### src/rtl/mult_div_unit_if.sv
// Request/result bundle between control and the iterative
// multiply/divide unit (operands in, HI/LO and status out).
interface mult_div_unit_if #(
  parameter int WIDTH = 32
);
  logic             start;
  logic [2:0]       op;
  logic [WIDTH-1:0] a;
  logic [WIDTH-1:0] b;
  logic             busy;
  logic             done;
  logic [WIDTH-1:0] hi;
  logic [WIDTH-1:0] lo;

  modport master (
    output start, op, a, b,
    input  busy, done, hi, lo
  );

  modport slave (
    input  start, op, a, b,
    output busy, done, hi, lo
  );
endinterface

### src/rtl/mult_div_unit.sv
// Iterative MULT/MULTU/DIV/DIVU unit with HI/LO registers:
// magnitude shift-add / restoring divide, sign fix at the end.
module mult_div_unit #(
  parameter int WIDTH = 32
) (
  input logic            clk,
  input logic            rst,
  mult_div_unit_if.slave bus
);
  localparam int W  = WIDTH;
  localparam int CW = $clog2(WIDTH) + 1;

  localparam logic [2:0] OP_MULT  = 3'b000;
  localparam logic [2:0] OP_MULTU = 3'b001;
  localparam logic [2:0] OP_DIV   = 3'b010;
  localparam logic [2:0] OP_DIVU  = 3'b011;
  localparam logic [2:0] OP_MTHI  = 3'b100;
  localparam logic [2:0] OP_MTLO  = 3'b101;

  typedef enum logic [1:0] {
    IDLE,
    RUN,
    FINISH
  } state_t;

  state_t        state;
  logic [CW-1:0] cnt;
  logic          is_div;
  logic          div0;
  logic          neg_q;
  logic          neg_r;
  logic [W-1:0]  a_orig;
  logic [W-1:0]  dvs;
  logic [2*W-1:0] acc;
  logic [W:0]    rem;
  logic          busy_q;
  logic          done_q;
  logic [W-1:0]  hi_q;
  logic [W-1:0]  lo_q;

  logic          sgn;
  logic [W-1:0]  abs_a;
  logic [W-1:0]  abs_b;
  logic [W:0]    add_sum;
  logic [W+1:0]  shifted;
  logic [W+1:0]  trial;
  logic [2*W-1:0] prod;
  logic [W-1:0]  q_fix;
  logic [W-1:0]  r_fix;

  always_comb begin
    sgn     = (bus.op == OP_MULT) || (bus.op == OP_DIV);
    abs_a   = (sgn && bus.a[W-1]) ? -bus.a : bus.a;
    abs_b   = (sgn && bus.b[W-1]) ? -bus.b : bus.b;
    add_sum = {1'b0, acc[2*W-1:W]}
            + {1'b0, (acc[0] ? dvs : '0)};
    // One spare top bit makes the borrow of the trial
    // subtraction its sign bit.
    shifted = {rem, acc[W-1]};
    trial   = shifted - {2'b00, dvs};
    prod    = neg_q ? -acc : acc;
    q_fix   = neg_q ? -acc[W-1:0] : acc[W-1:0];
    r_fix   = neg_r ? -rem[W-1:0] : rem[W-1:0];
  end

  always_ff @(posedge clk or posedge rst) begin
    if (rst) begin
      state  <= IDLE;
      cnt    <= '0;
      is_div <= 1'b0;
      div0   <= 1'b0;
      neg_q  <= 1'b0;
      neg_r  <= 1'b0;
      a_orig <= '0;
      dvs    <= '0;
      acc    <= '0;
      rem    <= '0;
      busy_q <= 1'b0;
      done_q <= 1'b0;
      hi_q   <= '0;
      lo_q   <= '0;
    end else begin
      done_q <= 1'b0;
      case (state)
        IDLE: begin
          if (bus.start) begin
            case (bus.op)
              OP_MTHI: hi_q <= bus.a;
              OP_MTLO: lo_q <= bus.a;
              OP_MULT, OP_MULTU: begin
                is_div <= 1'b0;
                neg_q  <= sgn & (bus.a[W-1] ^ bus.b[W-1]);
                neg_r  <= 1'b0;
                div0   <= 1'b0;
                dvs    <= abs_a;
                acc    <= {{W{1'b0}}, abs_b};
                rem    <= '0;
                cnt    <= '0;
                busy_q <= 1'b1;
                state  <= RUN;
              end
              OP_DIV, OP_DIVU: begin
                is_div <= 1'b1;
                neg_q  <= sgn & (bus.a[W-1] ^ bus.b[W-1]);
                neg_r  <= sgn & bus.a[W-1];
                div0   <= (bus.b == '0);
                a_orig <= bus.a;
                dvs    <= abs_b;
                acc    <= {{W{1'b0}}, abs_a};
                rem    <= '0;
                cnt    <= '0;
                busy_q <= 1'b1;
                state  <= RUN;
              end
              default: ;
            endcase
          end
        end
        RUN: begin
          if (is_div) begin
            if (!trial[W+1]) rem <= trial[W:0];
            else             rem <= shifted[W:0];
            acc <= {acc[2*W-1:W], acc[W-2:0],
                    ~trial[W+1]};
          end else begin
            acc <= {add_sum, acc[W-1:1]};
          end
          cnt <= cnt + 1'b1;
          if (cnt == CW'(W - 1)) state <= FINISH;
        end
        FINISH: begin
          if (!is_div) begin
            hi_q <= prod[2*W-1:W];
            lo_q <= prod[W-1:0];
          end else if (div0) begin
            hi_q <= a_orig;
            lo_q <= '1;
          end else begin
            hi_q <= r_fix;
            lo_q <= q_fix;
          end
          busy_q <= 1'b0;
          done_q <= 1'b1;
          state  <= IDLE;
        end
        default: state <= IDLE;
      endcase
    end
  end

  assign bus.busy = busy_q;
  assign bus.done = done_q;
  assign bus.hi   = hi_q;
  assign bus.lo   = lo_q;
endmodule
### src/flat_wrapper.sv
// flat-port wrapper written by rule: the top's interface ports become plain ports
module mult_div_unit_flat 
#(
  parameter int WIDTH = 32
)
  (clk, rst, bus_start, bus_op, bus_a, bus_b, bus_busy, bus_done, bus_hi, bus_lo);
  mult_div_unit_if #(.WIDTH(WIDTH)) bus_i ();
  input logic clk;
  input logic rst;
  input wire logic [$bits(bus_i.start)-1:0] bus_start;
  input wire logic [$bits(bus_i.op)-1:0] bus_op;
  input wire logic [$bits(bus_i.a)-1:0] bus_a;
  input wire logic [$bits(bus_i.b)-1:0] bus_b;
  output wire logic [$bits(bus_i.busy)-1:0] bus_busy;
  output wire logic [$bits(bus_i.done)-1:0] bus_done;
  output wire logic [$bits(bus_i.hi)-1:0] bus_hi;
  output wire logic [$bits(bus_i.lo)-1:0] bus_lo;
  assign bus_i.start = bus_start;
  assign bus_i.op = bus_op;
  assign bus_i.a = bus_a;
  assign bus_i.b = bus_b;
  assign bus_busy = bus_i.busy;
  assign bus_done = bus_i.done;
  assign bus_hi = bus_i.hi;
  assign bus_lo = bus_i.lo;
  mult_div_unit #(.WIDTH(WIDTH)) u_core (.clk(clk), .rst(rst), .bus(bus_i));
endmodule
### config.mk
export PLATFORM = sky130hd
export DESIGN_NAME = mult_div_unit_flat
export DESIGN_NICKNAME = d
export VERILOG_FILES = /design/src/rtl/mult_div_unit_if.sv /design/src/rtl/mult_div_unit.sv /design/src/flat_wrapper.sv
export SDC_FILE = /design/constraint.sdc
export NUM_CORES = 1
export LEC_CHECK = 0
export CAP_MARGIN = 20
export CELL_PAD_IN_SITES_DETAIL_PLACEMENT = 1
export CELL_PAD_IN_SITES_GLOBAL_PLACEMENT = 1
export CORE_UTILIZATION = 45
export DETAILED_ROUTE_END_ITERATION = 6
export GPL_ROUTABILITY_DRIVEN = 0
export PLACE_DENSITY = 0.82
export SETUP_SLACK_MARGIN = 0.15
export SLEW_MARGIN = 15
export SYNTH_ARGS = -nofsm -noshare
export SYNTH_HDL_FRONTEND = slang
export SYNTH_SLANG_ARGS = --single-unit
### constraint.sdc
create_clock -name clk -period 23.7 [get_ports clk]
set_clock_uncertainty 0.1 [all_clocks]
set_input_delay 3.555 -clock clk [delete_from_list [all_inputs] [get_ports clk]]
set_output_delay 3.555 -clock clk [all_outputs]
set_load 0.01 [all_outputs]
# Word-level counts from Yosys, hierarchy flattened
# Cells that the tools add are included.
[totals]
reg_bits = 239
inputBits = 70
output_inout_bits = 66
elab_cells = 106
[classes]
addsub = 8
n_eq_ne = 16
muxes = 40
bitwise = 4
n_reduce_logical = 23
[op_table]
columns = ["cell", "n"]
rows = [
  ["$mux W32", 13],
  ["$pmux W64 S2", 2],
  ["$mux W64", 3],
  ["$pmux W32 S2", 3],
  ["$mux W33", 4],
  ["$neg A32 Y32", 4],
  ["$pmux W33 S2", 1],
  ["$neg A64 Y64", 1],
  ["$sub A34 B32 Y34", 1],
  ["$add A32 B32 Y33", 1],
  ["$logic_not A32 Y1", 1],
  ["$reduce_and A3 Y1", 9],
  ["$mux W6", 2],
  ["$pmux W6 S2", 1],
  ["$ne A2 B2 Y1 const B", 5],
  ["$pmux W1 S2", 4],
  ["$reduce_and A4 Y1", 2],
  ["$add A6 B1 Y6 const B", 1],
  ["$eq A3 B2 Y1 const B", 2],
  ["$eq A3 B3 Y1 const B", 2],
  ["$eq A6 B5 Y1 const B", 1],
  ["$mux W2", 3],
  ["$reduce_bool A2 Y1", 3],
  ["$ne A2 B1 Y1 const B", 2],
  ["15 further kinds", 20],
]

# Logic depth before layout (Yosys ltp)
[depth]
depth_word = 7
depth_mapped = 15

# Least setup slack after synthesis
# Ideal clock, no wire load.
[synth_path]
path_type = "input port to flip-flop"
startpoint = "input bus_b[4]"
endpoint = "register u_core.acc[24]"
setup_time_ns = 0.065
arrival_ns = 5.687
required_ns = 23.535
slack_ns = 17.848
stages = 9
n_path_buf = 0
path_cell_list = "or3_1 -> or3b_1 -> or4_1 -> nor2_1 -> a21oi_1 -> xor2_1 -> nor2_1 -> a211oi_1 -> o22a_1"
[synth_between]
elab_chain_len = 5
[synth_rtl]
columns = ["element", "line_no", "text"]
rows = [
  ["start: declaration", "flat_wrapper.sv:13", "input wire logic [$bits(bus_i.b)-1:0] bus_b;"],
  ["$neg A32 Y32", "mult_div_unit.sv:54", "abs_b = (sgn && bus.b[W-1]) ? -bus.b : bus.b;"],
  ["$mux W32", "mult_div_unit.sv:54", ""],
  ["$pmux W64 S2", "mult_div_unit.sv:87", "case (bus.op)"],
  ["$mux W64", "mult_div_unit.sv:86", "if (bus.start) begin"],
  ["$pmux W64 S2", "mult_div_unit.sv:84", "case (state)"],
  ["end signal: assignment", "mult_div_unit.sv:96", "acc <= {{W{1'b0}}, abs_b};"],
  ["end signal: assignment", "mult_div_unit.sv:109", "acc <= {{W{1'b0}}, abs_a};"],
  ["end signal: assignment", "mult_div_unit.sv:123", "acc <= {acc[2*W-1:W], acc[W-2:0],"],
  ["end: declaration", "mult_div_unit.sv:34", "logic [2*W-1:0] acc;"],
]
# No other way between the ends. The select of a mux whose other input is x is not followed.
# A chain may end at the register's enable or synchronous reset.

# Worst setup path in the final report
[layout_path]
startpoint = "input bus_a[7]"
endpoint = "register u_core.acc[12]"
[layout_between]
elab_chain_len = 5
[layout_rtl]
columns = ["element", "line_no", "text"]
rows = [
  ["start: declaration", "flat_wrapper.sv:12", "input wire logic [$bits(bus_i.a)-1:0] bus_a;"],
  ["$neg A32 Y32", "mult_div_unit.sv:53", "abs_a = (sgn && bus.a[W-1]) ? -bus.a : bus.a;"],
  ["$mux W32", "mult_div_unit.sv:53", ""],
  ["$pmux W64 S2", "mult_div_unit.sv:87", ""],
  ["$mux W64", "mult_div_unit.sv:86", ""],
  ["$pmux W64 S2", "mult_div_unit.sv:84", ""],
]
# No other way between the ends. The select of a mux whose other input is x is not followed.

==> results.cfg <==
[clock_tree]
htreeDepth = 1
cts.clk_slew.worst_paths_ns = 0.06
clockRootBuffer = clkbuf_16
numCtsBuffers = 30
cts_tree = yes
cts_hold_buf = 0
ctsResizeCount = 0
cts.path.max_buffers = 3
clk_latency_ns = 0.59
clock-sinks = 239
cts_setup_buffers = 0

[floorplan]
core_sq_um = 39100
rows = 72
die-area_sq_um = 40900
fp.dieW_um = 202
initial_utilization_pct = 46.1
ios = 136
die_h_um = 202

[setup_path]
slowest_stage = nor4_1
critPathBufInv = 1
path_common_cell = a21oi_1
worstSetupStartpointType = input port
critPathMaxFanout = 7
setup.worst_path.end_class = flip-flop
crit_required_ns = 24.08
arrival_ns = 6.71
slowest_delay_ns = 0.72
crit_type = input port to flip-flop
path_delay_family = simple AND/OR/NAND/NOR gates
path_cells = clkdlybuf4s50_1 > or4_1 > nor4_1 > a21oi_1 > xor2_1 > nor2_1 > a21oi_1 > a21oi_1 > o21ai_0

[min_path]
hold_path.class = flip-flop to flip-flop

[sta]
setup_viol = 0
relSlewSlack_pct = 25.3
max_freq_mhz = 158
finalMaxSlewViolations = 0
setup_tns_ns = 0
final_hold_viol_count = 0
period_minus_slack_ns = 6.32
finalCritPeriodShare_pct = 26.7
rsz0062_at_grt = no
tightest_slew_ns = 1.12

[grt]
grt_max_degree = 88
track_usage_pct = 35.1
antenna_found_initial = 0
grt_pass1_vias = 18000
grt_pass1_wl_um = 110000
overflow = 0

[power]
power_density_nw_per_um2 = 158
power_mw = 3.27
p_leak_nw = 8.70
ir_drop_v = 0.0000671

[yosys]
ys_ff_latch = 239
synth_area_sq_um = 18000
synth_cell_types = 87
synth_edf_count = 0
async_flop_share_pct = 100
ys_seq_area_share_pct = 33.1
avgSynthCellArea_sq_um = 8.37
synth_warnings = 0
syn_inst = 2156
synthFlopType = dfrtp_1
synth_fp_nets = 2297

[detailed_routing]
drtIter0Drc = 1866
via_count = 17900
vias_per_cell = 6.53
wirelength_um = 72900
firstDrtPassIters = 5
drc_errors = 0
drt.antenna.violating_nets = 0
avgRoutedWirePerCell_um = 26.6

[placed_design]
placed_cells = 2694
io_buffers = 135
placed_cell_area_sq_um = 19700
dp_hpwl_um = 54600

[layout]
antenna_cells = 0
fin_nets = 2350
fill_cells = 4656
final_cells = 2745
syn2layout_area_growth_pct = 15.0
drive_gt1_share_pct = 7.77
stdcell_area_sq_um = 20700

[status]
status = complete, no violations

[flow_run]
cap_violations = 0
Yosys cell counts (4+ instances only):
master    number  area, sq um
o21ai_1        7         35.0
a21o_1        43          323
nor2_1       166          623
o21ai_0      211         1060
a22oi_1        5         37.5
nor2b_1       10         62.6
xnor2_1       92          806
a41oi_1        4         35.0
o21bai_1       5         37.5
nand4_1       14         87.6
o41ai_1       15          131
or4_1         13         97.6
a31oi_1       10         62.6
nor3_1        22          110
o21a_1         6         45.0
and3_1         8         50.1
buf_1         17         63.8
nand2b_1      18          113
mux2i_1       70          701
nand3b_1       4         30.0
o22ai_1        5         31.3
a32oi_1       20          175
dfrtp_1      239         5980
nand2_1      229          860
xor2_1       112          981
or3_1         29          181
o31ai_1       43          323
or2_2         13         81.3
or3_2          4         30.0
clkbuf_1     117          439
nor4_1        13         81.3
nor3b_1        6         45.0
o211ai_1      28          210
a21oi_1      182          911
nand3_1       56          280
o221ai_1       7         61.3
mux2_2        40          450
inv_1         63          236
ha_1          69          863
a221oi_1      14          123
a211oi_1      16          120
and2_1         8         50.1
a22o_1        29          254
sequential cells by signal (all words and copies together), names as in the netlist:
| signal | count |
|---|---|
| u_core.bus.busy | 1 |
| u_core.bus.lo | 32 |
| u_core.div0 | 1 |
| u_core.dvs | 32 |
| u_core.acc | 64 |
| u_core.state | 2 |
| u_core.neg_q | 1 |
| u_core.neg_r | 1 |
| u_core.a_orig | 32 |
| u_core.bus.hi | 32 |
| u_core.rem | 33 |
| u_core.is_div | 1 |
| u_core.cnt | 6 |
| u_core.bus.done | 1 |
through the flow:
step / utilization, % / worst slack (ns) / hold WS, ns
finish: 53.1 / 17.38 / 0.377
global route: 53.1 / 17.24 / 0.394
CTS: 53.0 / 17.45 / 0.379
detailed placement: 50.4 / 16.89 / 0.358
global placement: 50.4 / 17.03 / 0.357
floorplan: - / 13.49 / 0.344
path summary, 6_finish.rpt:
kind,from,to,slack [ns],cells past startpoint
hold reg to reg,u_core.bus.lo[26]$_DFFE_PP0P_,u_core.bus.lo[26]$_DFFE_PP0P_,0.38,1
setup reg to reg,u_core.acc[0]$_DFFE_PP0P_,u_core.acc[61]$_DFFE_PP0P_,19.30,14
hold / removal,u_core.bus.lo[26]$_DFFE_PP0P_,u_core.bus.lo[26]$_DFFE_PP0P_,0.38,1
setup / recovery,bus_a[7],u_core.acc[12]$_DFFE_PP0P_,17.38,9
max in group asynchronous,rst,u_core.is_div$_DFFE_PP0P_,18.79,3
min in group asynchronous,rst,u_core.bus.lo[7]$_DFFE_PP0P_,3.37,2
logic make-up after synthesis:
group | Yosys count | share of synthesized area, %
compound gates | 689 | 24.3
xor+xnor | 205 | 9.99
fa+ha+maj | 71 | 5.01
buf+inv | 208 | 4.61
flops | 239 | 33.1
mux | 110 | 6.38
simple gates | 634 | 16.6
layout by cell type, fill, tap and decap left out, types with 7 or more instances in the layout:
cell type and n:
dfrtp_1 236, nand2_1 226, o21ai_0 211, a21oi_1 181, nor2_1 164, clkdlybuf4s50_1 134, xor2_1 112, xnor2_1 92
mux2i_1 70, ha_1 69, inv_1 62, nand3_1 56, o31ai_1 43, a21o_1 43, mux2_2 40, clkbuf_16 31
or3_1 29, a22o_1 29, buf_4 29, o211ai_1 28, nor3_1 22, a32oi_1 20, nand2b_1 17, a211oi_1 16
o41ai_1 15, nand4_1 14, a221oi_1 14, nor4_1 13, or4_1 13, or2_2 13, nor2b_1 10, a31oi_1 10
and3_1 8, and2_1 8, o221ai_1 7, clkbuf_8 7
cell type report:
type,instances,area [sq um],share of cell area (%)
clock buffer,42,887,4.28
inverter,63,244,1.18
tap,518,648,3.12
multi-input combinational,1709,11300,54.3
timing repair buffer,166,1600,7.72
clock inverter,8,115,0.555
sequential,239,5980,28.8
power by group:
part	leakage [nW]	switching, mW	internal, mW	total [mW]
clock network	0.499	0.190	0.289	0.479
logic	5.27	1.11	0.795	1.91
registers	2.93	0.273	0.609	0.882
total	8.70	1.58	1.69	3.27
routing by layer:
metal | wire [um] | track usage (%)
met5 | 0 | 0
met4 | 3530 | 15.6
met3 | 6460 | 7.16
met2 | 31500 | 52.4
met1 | 31500 | 49.0
Power figures use the tool's default switching activity.
